File: src/rtl/quan_param_sched.sv
// Parameter scheduler for the quan2uint8 requantizer: per-channel parameter table,
// channel/pixel sequencing of the accumulator stream and one registered output stage.
module quan_param_sched #(
   parameter int unsigned CH_MAX = 16,
   parameter int unsigned CH_AW  = 4,
   parameter int unsigned PIX_W  = 16
) (
   input  logic               clk,
   input  logic               reset,
   input  logic               cfg_we,
   input  logic [CH_AW-1:0]   cfg_addr,
   input  logic [31:0]        cfg_m0,
   input  logic [5:0]         cfg_index,
   input  logic [7:0]         cfg_zw,
   input  logic [7:0]         cfg_z3,
   input  logic               start,
   input  logic [CH_AW:0]     num_ch,
   input  logic [PIX_W-1:0]   num_pix,
   input  logic               acc_valid,
   input  logic [31:0]        acc_data,
   input  logic               acc_if_sum,
   output logic               acc_ready,
   output logic               q_valid,
   output logic [31:0]        q_serial32,
   output logic               q_if_sum,
   output logic [31:0]        q_M0,
   output logic [5:0]         q_index,
   output logic [7:0]         q_z_of_weight,
   output logic [7:0]         q_z3,
   output logic               busy,
   output logic               done
);

   localparam int unsigned NCH_W = CH_AW + 1;

   typedef struct packed {
      logic [31:0] m0;
      logic [5:0]  index;
      logic [7:0]  zw;
      logic [7:0]  z3;
   } param_t;

   typedef enum logic [1:0] {
      S_IDLE = 2'd0,
      S_RUN  = 2'd1,
      S_DONE = 2'd2
   } state_e;

   state_e             state_q, state_d;
   logic [CH_AW-1:0]   ch_cnt_q, ch_cnt_d;
   logic [PIX_W-1:0]   pix_cnt_q, pix_cnt_d;
   logic [NCH_W-1:0]   num_ch_q, num_ch_d;
   logic [PIX_W-1:0]   num_pix_q, num_pix_d;
   logic               beat;
   logic               ch_last;
   logic               pix_last;
   logic               cfg_hit;
   param_t             table_q [CH_MAX];
   param_t             entry_cur;

   assign ch_last   = (NCH_W'(ch_cnt_q) == (num_ch_q - NCH_W'(1)));
   assign pix_last  = (pix_cnt_q == (num_pix_q - PIX_W'(1)));
   assign cfg_hit   = cfg_we && !busy && ({1'b0, cfg_addr} < NCH_W'(CH_MAX));
   assign entry_cur = table_q[ch_cnt_q];

   // Next-state, counter and status decode
   always_comb begin
      state_d   = state_q;
      ch_cnt_d  = ch_cnt_q;
      pix_cnt_d = pix_cnt_q;
      num_ch_d  = num_ch_q;
      num_pix_d = num_pix_q;
      busy      = 1'b0;
      done      = 1'b0;
      acc_ready = 1'b0;
      beat      = 1'b0;
      case (state_q)
         S_IDLE: begin
            if (start) begin
               num_ch_d  = num_ch;
               num_pix_d = num_pix;
               ch_cnt_d  = '0;
               pix_cnt_d = '0;
               if ((num_ch == '0) || (num_ch > NCH_W'(CH_MAX)) || (num_pix == '0)) begin
                  state_d = S_DONE;
               end else begin
                  state_d = S_RUN;
               end
            end
         end
         S_RUN: begin
            busy      = 1'b1;
            acc_ready = 1'b1;
            beat      = acc_valid;
            if (beat) begin
               if (ch_last) begin
                  ch_cnt_d  = '0;
                  pix_cnt_d = pix_cnt_q + PIX_W'(1);
                  if (pix_last) begin
                     state_d = S_DONE;
                  end
               end else begin
                  ch_cnt_d = ch_cnt_q + CH_AW'(1);
               end
            end
         end
         S_DONE: begin
            busy    = 1'b1;
            done    = 1'b1;
            state_d = S_IDLE;
         end
         default: begin
            state_d = S_IDLE;
         end
      endcase
   end

   always_ff @(posedge clk or negedge reset) begin
      if (!reset) begin
         state_q   <= S_IDLE;
         ch_cnt_q  <= '0;
         pix_cnt_q <= '0;
         num_ch_q  <= '0;
         num_pix_q <= '0;
      end else begin
         state_q   <= state_d;
         ch_cnt_q  <= ch_cnt_d;
         pix_cnt_q <= pix_cnt_d;
         num_ch_q  <= num_ch_d;
         num_pix_q <= num_pix_d;
      end
   end

   // Parameter table; reset clears it so a fresh load is required after reset
   always_ff @(posedge clk or negedge reset) begin
      if (!reset) begin
         for (int unsigned i = 0; i < CH_MAX; i++) begin
            table_q[i] <= '0;
         end
      end else if (cfg_hit) begin
         table_q[cfg_addr] <= '{m0: cfg_m0, index: cfg_index, zw: cfg_zw, z3: cfg_z3};
      end
   end

   // Output stage: word and its channel parameters land together; payload holds on idle cycles
   always_ff @(posedge clk or negedge reset) begin
      if (!reset) begin
         q_valid       <= 1'b0;
         q_serial32    <= '0;
         q_if_sum      <= 1'b0;
         q_M0          <= '0;
         q_index       <= '0;
         q_z_of_weight <= '0;
         q_z3          <= '0;
      end else begin
         q_valid <= beat;
         if (beat) begin
            q_serial32    <= acc_data;
            q_if_sum      <= acc_if_sum;
            q_M0          <= entry_cur.m0;
            q_index       <= entry_cur.index;
            q_z_of_weight <= entry_cur.zw;
            q_z3          <= entry_cur.z3;
         end
      end
   end

endmodule

File: config.mk
export PLATFORM = sky130hd
export DESIGN_NAME = quan_param_sched
export DESIGN_NICKNAME = d
export VERILOG_FILES = /design/src/rtl/quan_param_sched.sv
export SDC_FILE = /design/constraint.sdc
export NUM_CORES = 1
export LEC_CHECK = 0
export BUFFER_PORTS_ARGS = -buffer_cell sky130_fd_sc_hd__buf_2
export CAP_MARGIN = 20
export CORE_AREA = 2 2 248 372
export DETAILED_ROUTE_END_ITERATION = 10
export DIE_AREA = 0 0 250 374
export PLACE_DENSITY = 0.65
export SLEW_MARGIN = 20
export SYNTH_ARGS = -nofsm -noshare
export SYNTH_HDL_FRONTEND = slang
export SYNTH_SLANG_ARGS = --single-unit
File: constraint.sdc
create_clock -name clk -period 5.5 [get_ports clk]
set_input_delay 0.55 -clock clk [delete_from_list [all_inputs] [get_ports clk]]
set_output_delay 0.55 -clock clk [all_outputs]
set_load 0.05 [all_outputs]
# Yosys cells after proc, flatten, opt, wreduce, memory -nomap -nowiden
# Cells that the tools add are included.
# W data, S select, Z words.
[classes] reduce_logical=14 order_cmp=4 muxes=24 n_eq_ne=8 bitwise_logic=2 addsub=4
[ops] operator="$bwmux W864" count=1
[ops] operator="$bmux W54 S4" count=1
[ops] operator="$demux W54 S4" count=1
[ops] operator="$mux W54" count=3
[ops] operator="$mux W16" count=3
[ops] operator="$pmux W16 S2" count=1
[ops] operator="$add A16 B1 Y16 const B" count=1
[ops] operator="$eq A16 B16 Y1" count=1
[ops] operator="$logic_not A16 Y1" count=1
[ops] operator="$sub A16 B1 Y16 const B" count=1
[ops] operator="$mux W4" count=3
[ops] operator="$ge A5 B5 Y1 const B" count=2
[ops] operator="$mux W2" count=5
[ops] operator="$not A4 Y5" count=2
[ops] operator="$ne A2 B2 Y1 const B" count=4
[ops] operator="$pmux W4 S2" count=1
[ops] operator="$reduce_and A4 Y1" count=2
[ops] operator="$eq A4 B5 Y1" count=1
[ops] operator="$gt A5 B5 Y1 const B" count=1
[ops] operator="$logic_not A5 Y1" count=1
[ops] operator="$lt A5 B1 Y1 const B" count=1
[ops] operator="$sub A5 B1 Y5 const B" count=1
[ops] operator="$add A4 B1 Y4 const B" count=1
[ops] operator="$mux W1" count=4
[ops] operator="other kinds (11)" count=13
[word_totals] wordCells=132 register_bits=995 in_bits=117 output_inout_bits=91

# Logic depth before layout (Yosys ltp)
# Gate-level depths: netlist of run 1.
[logic_depth] word_depth=6 depth_mapped=10 depth_no_buf=9

# Least setup slack after synthesis of run 1
# No wires, ideal clock.
[synth_timing] kind="reg-to-reg" startpoint="register state_q[0]" endpoint="register table_q[162] in the netlist's numbering" t_required_ps=5375 path_buffers=1 t_arrival_ps=2753 period_less_slack_ps=2878 stages_incl_launch_ff=7 slack_ps=2622 setup_ps=125 path_cell_list="dfrtp_1 > inv_1 > ha_1 > nand2b_1 > nor4_1 > clkbuf_1 > mux2_2"
[synth_via] elab_chain_len=5 elab_cells_between_ends=6 classes_between="eq/ne: 2; mux: 1; reduce/logical: 3"
[synth_lines] element="start, declared" line="49" text="state_e state_q, state_d;"
[synth_lines] element="start signal, assigned" line="126" text="state_q <= state_d;"
[synth_lines] element="$eq A2 B1 Y1 / $eq A2 B2 Y1 (equally long branches)" line="77" text="case (state_q)"
[synth_lines] element="$reduce_or A2 Y1 (no line) *"
[synth_lines] element="$mux W1 *" line="77"
[synth_lines] element="net busy" line="30" text="output logic busy,"
[synth_lines] element="$logic_not A1 Y1 *" line="63" text="assign cfg_hit = cfg_we && !busy && ({1'b0, cfg_addr} < NCH_W'(CH_MAX));"
[synth_lines] element="$logic_and A1 B1 Y1 *" line="63"
[synth_lines] element="end signal, assigned by index" line="141" text="table_q[cfg_addr] <= '{m0: cfg_m0, index: cfg_index, zw: cfg_zw, z3: cfg_z3};"
[synth_lines] element="end, declared" line="58" text="param_t table_q [CH_MAX];"
# The timed path passes the listed nets; every way through them passes the cells marked *.
# A chain may end at the register's enable or synchronous reset.

# Worst setup path after layout of run 1
[layout_timing] startpoint="register state_q[0]" endpoint="register table_q[571] in the netlist's numbering"
[layout_via] elab_chain_len=5 elab_cells_between_ends=6 classes_between="eq/ne: 2; mux: 1; reduce/logical: 3"
[layout_lines] element="$eq A2 B1 Y1 / $eq A2 B2 Y1 (equally long branches)" line="77"
[layout_lines] element="$reduce_or A2 Y1 (no line) *"
[layout_lines] element="$mux W1 *" line="77"
[layout_lines] element="$logic_not A1 Y1 *" line="63"
[layout_lines] element="$logic_and A1 B1 Y1 *" line="63"
# Mark *: on every way between the ends. The rest lies on a longest branch, timed or not.

==> reports/metrics.csv, run 1 <==
metric;value;unit
status;completed;
grt_max_degree;189;
period_needed;3.58;ns
portBuffers;207;
p_clk_share;25.7;%
num_vias;27055;
cts-root-buf;clkbuf_16;
tns;0;ns
hp-class;in -> reg;
ys_seq_area_share;55.6;%
max_freq;0.279;GHz
crit_family;simple AND/OR/NAND/NOR gates;
start_util;49.7;%
area_growth;12.4;%
wl;112000;um
fp-row-count;135;
drc;0;
worstPathRequired;6.06;ns
synth_nets;3296;
regArea;0.0249;mm2
rrSetupSlack;1.92;ns
dr.pass1.iters;5;
drive_gt1_share;45.5;%
dr.first_iter.drc_count;1767;
fin_nets;3385;
clk_pin_slew;0.06;ns
ir_worst_vdd;0.241;mV
synth.avg_cell_area;14.1;um2
grt_pass1_wl;175000;um
rsz0062_at_grt;no;
die_area;0.0935;mm2
die_h;374;um
grt_pass1_vias;29569;
h-tree-depth;3;
worst-path-buf-inv;2;
cp_cell_sequence;inv_1 > ha_1 > nand2b_1 > nor3b_1 > nand2_4 > buf_4 > mux2_2;
setup_viol;0;
cellLeakagePower;21.9;nW
relSlewSlack;26.8;%
sequentialPowerShare;45.3;%
drv_slew;0;
cts.sinks;995;
wire_per_inst;24.9;um
worst_slack;1.92;ns
ys_ff_latch;995;
yosysUniqueCellTypes;55;
antenna_found_initial;7;
io_pins;208;
hold-worst-slack;0.0948;ns
ant_nets;0;
synth-main-ff-cell;dfrtp_1;
switching_share;31.1;%
cts_tree;done;
worstMarginPinSlew;1.10;ns
critPathKind;reg -> reg;
intPower;18.9;mW
netlist_area;0.0448;mm2
clock_path_buffers;3;
power.density;545;mW/mm2
numCtsBuffers;96;
cp_max_fo;30;
yosysWarnings;0;
place_ws;1.90;ns
clk_latency;0.68;ns
multiInputGateArea;0.0190;mm2
grt_overflow_total;0;
postCtsResizedCells;0;
slowest_delay;0.84;ns
syn_inst;3172;
core-area;0.0902;mm2
pwr-share-comb;29.0;%
hpwlAfterDp;65100;um
period_share;65.1;%
num-fill-cells;7319;
critPathLaunchType;flop;
synth_edf_count;0;
async_flop_share;100;%
fin_skew;0.0175;ns
crit_path_end_kind;flop;
worst-endpoint-arrival;4.14;ns
routed_via_density;6.01;
grtUsageTotal;24.2;%
hold_viol;0;
cp_slowest_cell;nor3b_1;
power_switching;8.54;mW
gp_congestion;0.805;
maxCapViolCount;0;
die_w;250;um
registers in the layout (all words and copies together) (netlist names):
register	count
q_z3	8
pix_cnt_q	16
q_if_sum	1
num_pix_q	16
q_valid	1
q_index	6
num_ch_q	5
table_q	864
q_M0	32
q_serial32	32
ch_cnt_q	4
q_z_of_weight	8
state_q	2
placed cells by master, fill, tap and decap left out, types with 4 or more instances in the layout:
master	n
a21oi_1	63
ha_1	7
buf_12	12
or4_1	5
nand3_1	13
and3_1	5
dfrtp_1	991
nand4_1	4
nand2_1	177
xnor2_1	21
mux4_2	108
bufinv_16	14
nand2b_1	6
nor3_1	6
clkinv_2	21
mux2_2	972
mux2i_1	164
clkbuf_8	20
clkbuf_16	97
or3_1	9
nor2_1	21
xor2_1	11
nand2_4	11
buf_2	206
nor4_1	9
buf_4	27
o21ai_0	124
inv_1	13
nor2b_1	8
clkbuf_1	12
dfrtp_4	4
a21o_1	4
o221ai_1	110
metrics by stage:
| stage | instances | instance area (um2) | power [mW] | utilization [%] |
|---|---|---|---|---|
| after global placement | 4325 | 46900 | 19.9 | 52.0 |
| final | 4504 | 50400 | 27.5 | 55.8 |
| after floorplan | 3172 | 44800 | 18.3 | - |
| after CTS | 4502 | 50300 | 27.7 | 55.8 |
| after detailed placement | 4325 | 46900 | 20.6 | 52.0 |
| after global routing | 4503 | 50400 | 28.9 | 55.8 |
power by group through the flow:
stage               clock network [mW]  registers [mW]  logic, mW
floorplan                            0            13.0       5.29
global placement                     0            12.2       7.70
detailed placement                   0            12.5       8.03
finish                            7.06            12.4       7.97
CTS                               7.21            12.4       8.06
global route                      7.53            12.8       8.59
timing repair:
| action | in CTS | in global routing |
|---|---|---|
| setup buffers | 0 | 0 |
| hold endpoints to repair | 42 | 0 |
| hold buffers | 1 | 0 |
metal layers:
layer / track usage [%] / up-vias / routed length, um
li1: - / 11866 / -
met1: 30.1 / 14367 / 46500
met2: 42.7 / 612 / 57900
met3: 3.73 / 202 / 4480
met4: 8.88 / 8 / 3380
met5: 0 / - / 48
cells in the mapped netlist, drive strengths merged, types with 2 or more instances:
cell type	count	area [um2]
o21ai	124	621
o2111a	2	22.5
or3	9	56.3
inv	13	48.8
nor2b	10	62.6
clkbuf	207	777
xor2	11	96.3
and3	7	43.8
dfrtp	995	24900
nor4	10	62.6
o41ai	2	17.5
and4	2	17.5
nand2	188	706
o221ai	110	963
nand4	4	25.0
or2	3	18.8
a211oi	3	22.5
nor3	6	30.0
nand3	13	65.1
o31ai	2	15.0
buf	50	203
or4	6	48.8
xnor2	21	184
mux2i	164	1640
nor2	22	82.6
mux2	972	10900
o22ai	2	12.5
ha	7	87.6
a311oi	2	17.5
nand2b	7	43.8
o2111ai	3	26.3
and2	3	18.8
a21o	4	30.0
mux4	108	2430
a21oi	63	315
kinds of logic (layout without fill, tap and decap cells):
group,Yosys count,count (layout),synth area share (%)
flip-flops,995,995,55.6
multiplexers,1244,1244,33.5
adder cells (fa/ha/maj),7,7,0.195
buffers and inverters,270,437,2.30
AO/OA/AOI/OAI,329,329,4.84
other,0,1,0
XOR/XNOR,32,32,0.625
AND/OR/NAND/NOR,295,295,2.96
cell type report:
type                            instances  area share (%)
Clock inverter                         47            1.30
Multi-Input combinational cell       1907            37.8
Timing Repair Buffer                  248            3.03
Tap cell                             1164            2.89
Clock buffer                          129            5.46
Antenna cell                            1         0.00497
Inverter                               13          0.0969
Sequential cell                       995            49.5
final timing paths:
kind / start / to / depth (start not counted)
max in group asynchronous: reset / q_M0[13] / 4
hold / removal: acc_data[13] / q_serial32[13] / 2
min in group asynchronous: reset / num_pix_q[5] / 2
setup reg to reg: state_q[0] / table_q[571] / 7
hold reg to reg: q_z_of_weight[0] / q_z_of_weight[0] / 2
setup / recovery: state_q[0] / table_q[571] / 7
Power figures use the tool's default switching activity.
==> run 2: changes to the inputs <==
--- a/config.mk
+++ b/config.mk
@@ -5,12 +5,13 @@
 export SDC_FILE = /design/constraint.sdc
 export NUM_CORES = 1
 export LEC_CHECK = 0
+export ABC_AREA = 1
 export BUFFER_PORTS_ARGS = -buffer_cell sky130_fd_sc_hd__buf_2
 export CAP_MARGIN = 20
-export CORE_AREA = 2 2 248 372
+export CORE_AREA = 2 2 246 369
 export DETAILED_ROUTE_END_ITERATION = 10
-export DIE_AREA = 0 0 250 374
-export PLACE_DENSITY = 0.65
+export DIE_AREA = 0 0 248 371
+export PLACE_DENSITY = 0.67
 export SLEW_MARGIN = 20
 export SYNTH_ARGS = -nofsm -noshare
 export SYNTH_HDL_FRONTEND = slang
==> constraint.sdc (replaced) <==
create_clock -name clk -period 3 [get_ports clk]
set_input_delay 0.3 -clock clk [delete_from_list [all_inputs] [get_ports clk]]
set_output_delay 0.3 -clock clk [all_outputs]
set_load 0.05 [all_outputs]
==> run 2 against run 1 <==
Final cell count increased by 44%. Global-route usage increased by 2.6 points. Maximum frequency grew 45%. Synthesized cell count grew 65%. Highest routed layer is now met4. Non-clock buffer count increased by 125.
==> reports/metrics.csv, run 2 <==
metric;value;unit;change
status;completed;;
hold_viol;0;;unchanged
h-tree-depth;3;;unchanged
max_freq;0.406;GHz;+45%
slowest_delay;0.43;ns;-0.41 ns
drv_slew;0;;unchanged
postCtsSetupBuffers;0;;unchanged
synthTopCellsByArea;dfrtp_1 56%, o21ai_0 14%, nand2_1 11%;;
final_common_cell;o21ai_0;;
start_util;49.7;%;about the same
period_needed;2.46;ns;-1.12 ns
worst_slack;0.538;ns;-1.38 ns
rsz0062_at_grt;no;;
routed_via_density;5.67;;-5.7%
async_flop_share;100;%;unchanged
wl;122000;um;+9.0%
num-fill-cells;8051;;+10%
grt_max_degree;151;;-20%
grt_pass1_wl;196000;um;+12%
synth-main-ff-cell;dfrtp_1;;
antenna_found_initial;0;;-7
clk_pin_slew;0.06;ns;about the same
netlist_area;0.0441;mm2;-1.6%
synth_common_cells;1238 x nand2_1, 1237 x o21ai_0, 995 x dfrtp_1;;
layout_common_cells;1237 x o21ai_0, 1232 x nand2_1, 991 x dfrtp_1;;
critPathKind;reg -> reg;;
worst-endpoint-arrival;3.01;ns;-1.13 ns
grtUsageTotal;26.9;%;+2.6 points
grt_pass1_vias;35159;;+19%
hpwlAfterDp;69700;um;+7.0%
clk_latency;0.70;ns;+0.02 ns
numCtsBuffers;94;;-2.1%
die_area;0.0920;mm2;-1.6%
maxCapViolCount;0;;unchanged
largest_register_ffs;864;;unchanged
worstMarginPinSlew;1.01;ns;-0.0838 ns
cts.sinks;995;;unchanged
period_share;82.1;%;+17 points
fin_nets;5378;;+59%
place_ws;0.558;ns;-1.34 ns
crit_path_end_kind;flop;;
cts-root-buf;clkbuf_16;;
cts_tree;done;;
setup_viol;0;;unchanged
hp-class;in -> reg;;
postCtsResizedCells;0;;unchanged
core-area;0.0887;mm2;-1.7%
drive_gt1_share;9.72;%;-36 points
cellLeakagePower;23.8;nW;+8.7%
grt_overflow_total;0;;unchanged
portBuffers;207;;unchanged
die_h;371;um;-0.80%
fin_skew;0.0236;ns;+0.00601 ns
ir_worst_vdd;0.527;mV;+120%
synth.avg_cell_area;8.45;um2;-40%
critPathLaunchType;flop;;
ys_seq_area_share;56.5;%;+0.89 points
ant_nets;0;;unchanged
power;50.1;mW;+82%
synth_nets;5344;;+62%
relSlewSlack;32.3;%;+5.5 points
ys_ff_latch;995;;unchanged
synth_top_area_share;56.5;%;+0.89 points
clock_path_buffers;3;;unchanged
worstPathRequired;3.55;ns;-2.51 ns
io_pins;208;;unchanged
power.density;1000;mW/mm2;+84%
area_growth;13.3;%;
top_regs;table_q x864, q_M0 x32, q_serial32 x32;;
drc;0;;unchanged
cp_cell_sequence;inv_1 > ha_1 > nor2_4 > buf_4 > nand2_4 > buf_12 > nand2_1 > o21ai_0;;
synth_top_area_cell;dfrtp_1;;
gp_congestion;0.829;;+3.0%
wire_per_inst;18.9;um;-24%
postLayoutCoreUtil;56.3;%;+0.49 points
cp_max_fo;88;;+190%
synth_edf_count;0;;unchanged
dr.first_iter.drc_count;3219;;+82%
yosysMostFrequentCell;nand2_1;;
dr.pass1.iters;6;;+1
syn_inst;5220;;+65%
yosysWarnings;0;;unchanged
top_register;table_q;;
cts-hold-fix-buffers;55;;+54
yosysUniqueCellTypes;35;;-36%
die_w;248;um;-0.80%
cp_slowest_cell;ha_1;;
num_vias;36753;;+36%
tns;0;ns;unchanged
fp-row-count;134;;-0.74%
run 2: worst paths after layout:
path,startpoint,endpoint,slack [ns],cells past startpoint
setup / recovery,state_q[0],table_q[140],0.54,8
hold / removal,cfg_z3[5],table_q[815],0.08,3
setup reg to reg,state_q[0],table_q[140],0.54,8
hold reg to reg,q_serial32[25],q_serial32[25],0.47,2
max in group asynchronous,reset,table_q[730],1.86,4
min in group asynchronous,reset,num_pix_q[1],0.16,2
run 2: stage by stage:
step | instance area [um2] | hold slack [ns] | std cells
finish | 50000 | 0.0784 | 6487
global route | 50000 | 0.106 | 6486
CTS | 50000 | 0.0497 | 6486
detailed placement | 46200 | 0.335 | 6259
global placement | 46200 | 0.333 | 6259
floorplan | 44100 | 0.00441 | 5220
run 2: critical path: cells and delay by family, from the launching register on:
family          cells  cell delay, ns
buf+inv             3            0.78
simple gates        3            0.56
fa+ha+maj           1            0.43
flops               1            0.37
compound gates      1            0.10
run 2: kinds of logic after synthesis:
family	synth area share, %
AND/OR/NAND/NOR	17.0
adder cells (fa/ha/maj)	0.199
AO/OA/AOI/OAI	20.3
flip-flops	56.5
XOR/XNOR	0.556
multiplexers	0.255
buffers and inverters	5.19
run 2: metal layers:
metal	global-route usage, %	routed length, um	vias up	part of all wire [%]
li1	-	-	17476	-
met1	36.4	53200	17961	43
met2	45.1	59400	1124	48
met3	3.43	6910	192	5.6
met4	7.93	2980	0	2.4
met5	0	0	-	0
run 2: area by class of cell:
type	count	area (um2)	share of cell area, %
clock inverter	39	517	1.03
timing repair buffer	373	2960	5.92
clock buffer	133	2660	5.32
tap	1156	1450	2.90
antenna	1	2.50	0.00501
sequential	995	24900	49.9
inverter	113	442	0.884
multi-input combinational	3677	17000	34.1
run 2: where the power goes:
part / leakage, nW / internal (mW) / switching (mW)
clock: 1.56 / 7.06 / 5.27
combinational: 9.47 / 5.55 / 9.56
sequential: 12.8 / 19.4 / 3.23
==> run 3: changes to the inputs <==
==> constraint.sdc (replaced) <==
create_clock -name clk -period 2.05 [get_ports clk]
set_input_delay 0.205 -clock clk [delete_from_list [all_inputs] [get_ports clk]]
set_output_delay 0.205 -clock clk [all_outputs]
set_load 0.05 [all_outputs]
==> run 3 against run 2 <==
Routed wire length increased by 6.5%. Worst hold slack got worse by 0.060 ns. Clock skew hardly changed. Largest power group unchanged. Die area stayed put. Core utilization up 2.2 points. Total power grew 51%. Clock power increased by 50%. Worst setup slack got worse by 0.51 ns. Non-clock buffer count increased by 121. Register-to-register slack got worse by 0.51 ns. Count of clock-buffer cells in the layout down 2. Combinational power grew 58%.
==> reports/metrics.csv, run 3 (synthesis gave the netlist of run 2 again) <==
metric;value;unit;change
status;completed;;
r2r-end;q_z3[5];;
grtUsageTotal;28.1;%;+1.3 points
final_common_cell;o21ai_0;;
ant_nets;0;;unchanged
die_w;248;um;unchanged
routed_via_density;5.71;;+0.70%
clock_path_buffers;3;;unchanged
whs_path_depth;5;;+2
grt_overflow_total;0;;unchanged
relSlewSlack;59.5;%;+27 points
worst-endpoint-arrival;2.65;ns;-0.36 ns
p_clk_share;24.4;%;-0.2 points
drc;0;;unchanged
worst_r2r_path_depth;10;;+2
cellLeakagePower;24.8;nW;+4.0%
hp-class;in -> reg;;
numCtsBuffers;94;;unchanged
worst_slack;0.0247;ns;-0.513 ns
postLayoutCoreUtil;58.5;%;+2.2 points
clk_pin_slew;0.07;ns;about the same
crit_path_end_kind;flop;;
top_register;table_q;;
core-area;0.0887;mm2;unchanged
dr_wl_met2;62900;um;+5.9%
design_area;0.0519;mm2;+3.9%
critPathLaunchType;flop;;
antenna_found_initial;4;;+4
intPower;48.3;mW;+51%
gp_congestion;0.813;;-1.9%
r2r-start;ch_cnt_q[0];;
cts_tree;done;;
ir_worst_vdd;1.10;mV;+110%
pwr-share-comb;31.6;%;+1.4 points
max_freq;0.494;GHz;+22%
hpwlAfterDp;74000;um;+6.1%
worstMarginPinSlew;0.607;ns;-0.406 ns
clk_latency;0.70;ns;about the same
grt_max_degree;92;;-39%
die_h;371;um;unchanged
cp_max_fo;31;;-65%
h-tree-depth;3;;unchanged
largest_register_ffs;864;;unchanged
hp-start;start;;
top_regs;table_q x864, q_M0 x32, q_serial32 x32;;
dr.pass1.iters;6;;unchanged
setup_viol;0;;unchanged
rrSetupSlack;0.02;ns;-0.51 ns
cp_cell_sequence;inv_8 > buf_16 > buf_12 > o21ai_0 > o22ai_1 > nor2_1 > o22ai_1 > buf_4 > nand2_1 > nand2_1;;
slowest_delay;0.56;ns;+0.13 ns
grt_pass1_vias;36448;;+3.7%
wire_per_inst;19.7;um;+4.6%
power;75.4;mW;+51%
grt_pass1_wl;203000;um;+4.0%
highest_layer;met5;;
maxCapViolCount;0;;unchanged
min_to;state_q[0];;
num_antenna_cells;0;;-1
io_pins;208;;unchanged
rsz0062_at_grt;yes;;
switching_share;36.0;%;-0.069 points
placed_area;0.0474;mm2;+2.5%
dr_wl_met3;8560;um;+24%
cts-root-buf;clkbuf_16;;
num-fill-cells;7738;;-3.9%
drive_gt1_share;11.6;%;+1.9 points
power_switching;27.2;mW;+50%
critPathKind;reg -> reg;;
place_ws;-0.0852;ns;-0.644 ns
worstPathRequired;2.68;ns;-0.87 ns
portBuffers;207;;unchanged
power.density;1450;mW/mm2;+45%
wl_met1;54900;um;+3.3%
fin_nets;5500;;+2.3%
period_share;98.8;%;+17 points
fp-row-count;134;;unchanged
hold_viol;0;;unchanged
start_util;49.7;%;unchanged
drv_slew;0;;unchanged
area_growth;17.7;%;
die_area;0.0920;mm2;unchanged
sequentialPowerShare;44.0;%;-1.2 points
period_needed;2.03;ns;-0.437 ns
num_vias;37706;;+2.6%
wl;130000;um;+6.5%
cts.sinks;995;;unchanged
cp_slowest_cell;dfrtp_4;;
layout_common_cells;1237 x o21ai_0, 1231 x nand2_1, 991 x dfrtp_1;;
fin_skew;0.0238;ns;+0.000273 ns
dr.first_iter.drc_count;3620;;+12%
## run 3: changes by cell type in the layout (fill, tap and decap cells not counted), sizes merged
cell and delta:
buf +90, dlygate4sd3 +26, clkbuf +3, bufinv +1
clkinv +1, diode -1, inv +1, nor2 +1
## run 3: per-stage QoR
stage / cells / setup TNS (ns) / hold WS, ns
finish: 6609 / 0 / 0.0186
global route: 6609 / -0.150 / 0.0411
CTS: 6586 / 0 / 0.00295
detailed placement: 6331 / -0.786 / 0.171
global placement: 6331 / -0.917 / 0.169
floorplan: 5220 / 0 / -0.0906
## run 3: repair_timing
action	CTS	global route
endpoints found under the hold margin	864	0
cloned	1	6
resized for setup	3	24
hold buffers	81	0
setup buffers	0	17
setup endpoints to repair	17	211
pin swaps	1	4
## run 3: worst max path at each step
| stage | start | endpoint | slack (ns) | depth (start not counted) |
|---|---|---|---|---|
| after floorplan | state_q[0] | table_q[469] | 0.02 | 9 |
| after global placement | num_ch_q[0] | pix_cnt_q[2] | -0.09 | 10 |
| after detailed placement | num_ch_q[1] | pix_cnt_q[6] | -0.09 | 10 |
| after CTS | ch_cnt_q[0] | q_z3[5] | 0.02 | 10 |
| after global routing | ch_cnt_q[0] | q_z3[5] | -0.05 | 10 |
| final | ch_cnt_q[0] | q_z3[5] | 0.02 | 10 |
## run 3: power by group through the flow
stage / combinational, mW / sequential (mW) / clock, mW
2_1_floorplan: 14.5 / 34.5 / 0
3_3_place_gp: 22.4 / 33.1 / 0
3_5_place_dp: 23.0 / 33.3 / 0
4_1_cts: 23.3 / 33.1 / 18.8
5_1_grt: 27.0 / 34.2 / 19.6
6_report: 23.8 / 33.2 / 18.4
## run 3: critical path: cells and delay by family, from the launching register on
family,cells,cell delay (ns)
AOI/OAI and AO/OA,3,0.49
buffers and inverters,4,0.72
DFF,1,0.56
and+or+nand+nor,3,0.15
## run 3: metal layers
layer / global-route usage, % / up-vias
met3: 4.62 / 243
met1: 37.4 / 18423
met4: 9.01 / 8
li1: - / 17715
met5: 0 / -
met2: 47.0 / 1317
## run 3: cell type report
cell class	count	area (um2)	share of cell area [%]
Sequential cell	995	24900	48.0
Tap cell	1156	1450	2.79
Multi-Input combinational cell	3678	17100	32.9
Timing Repair Buffer	494	4760	9.16
Clock buffer	131	2700	5.21
Clock inverter	42	546	1.05
Inverter	113	442	0.851
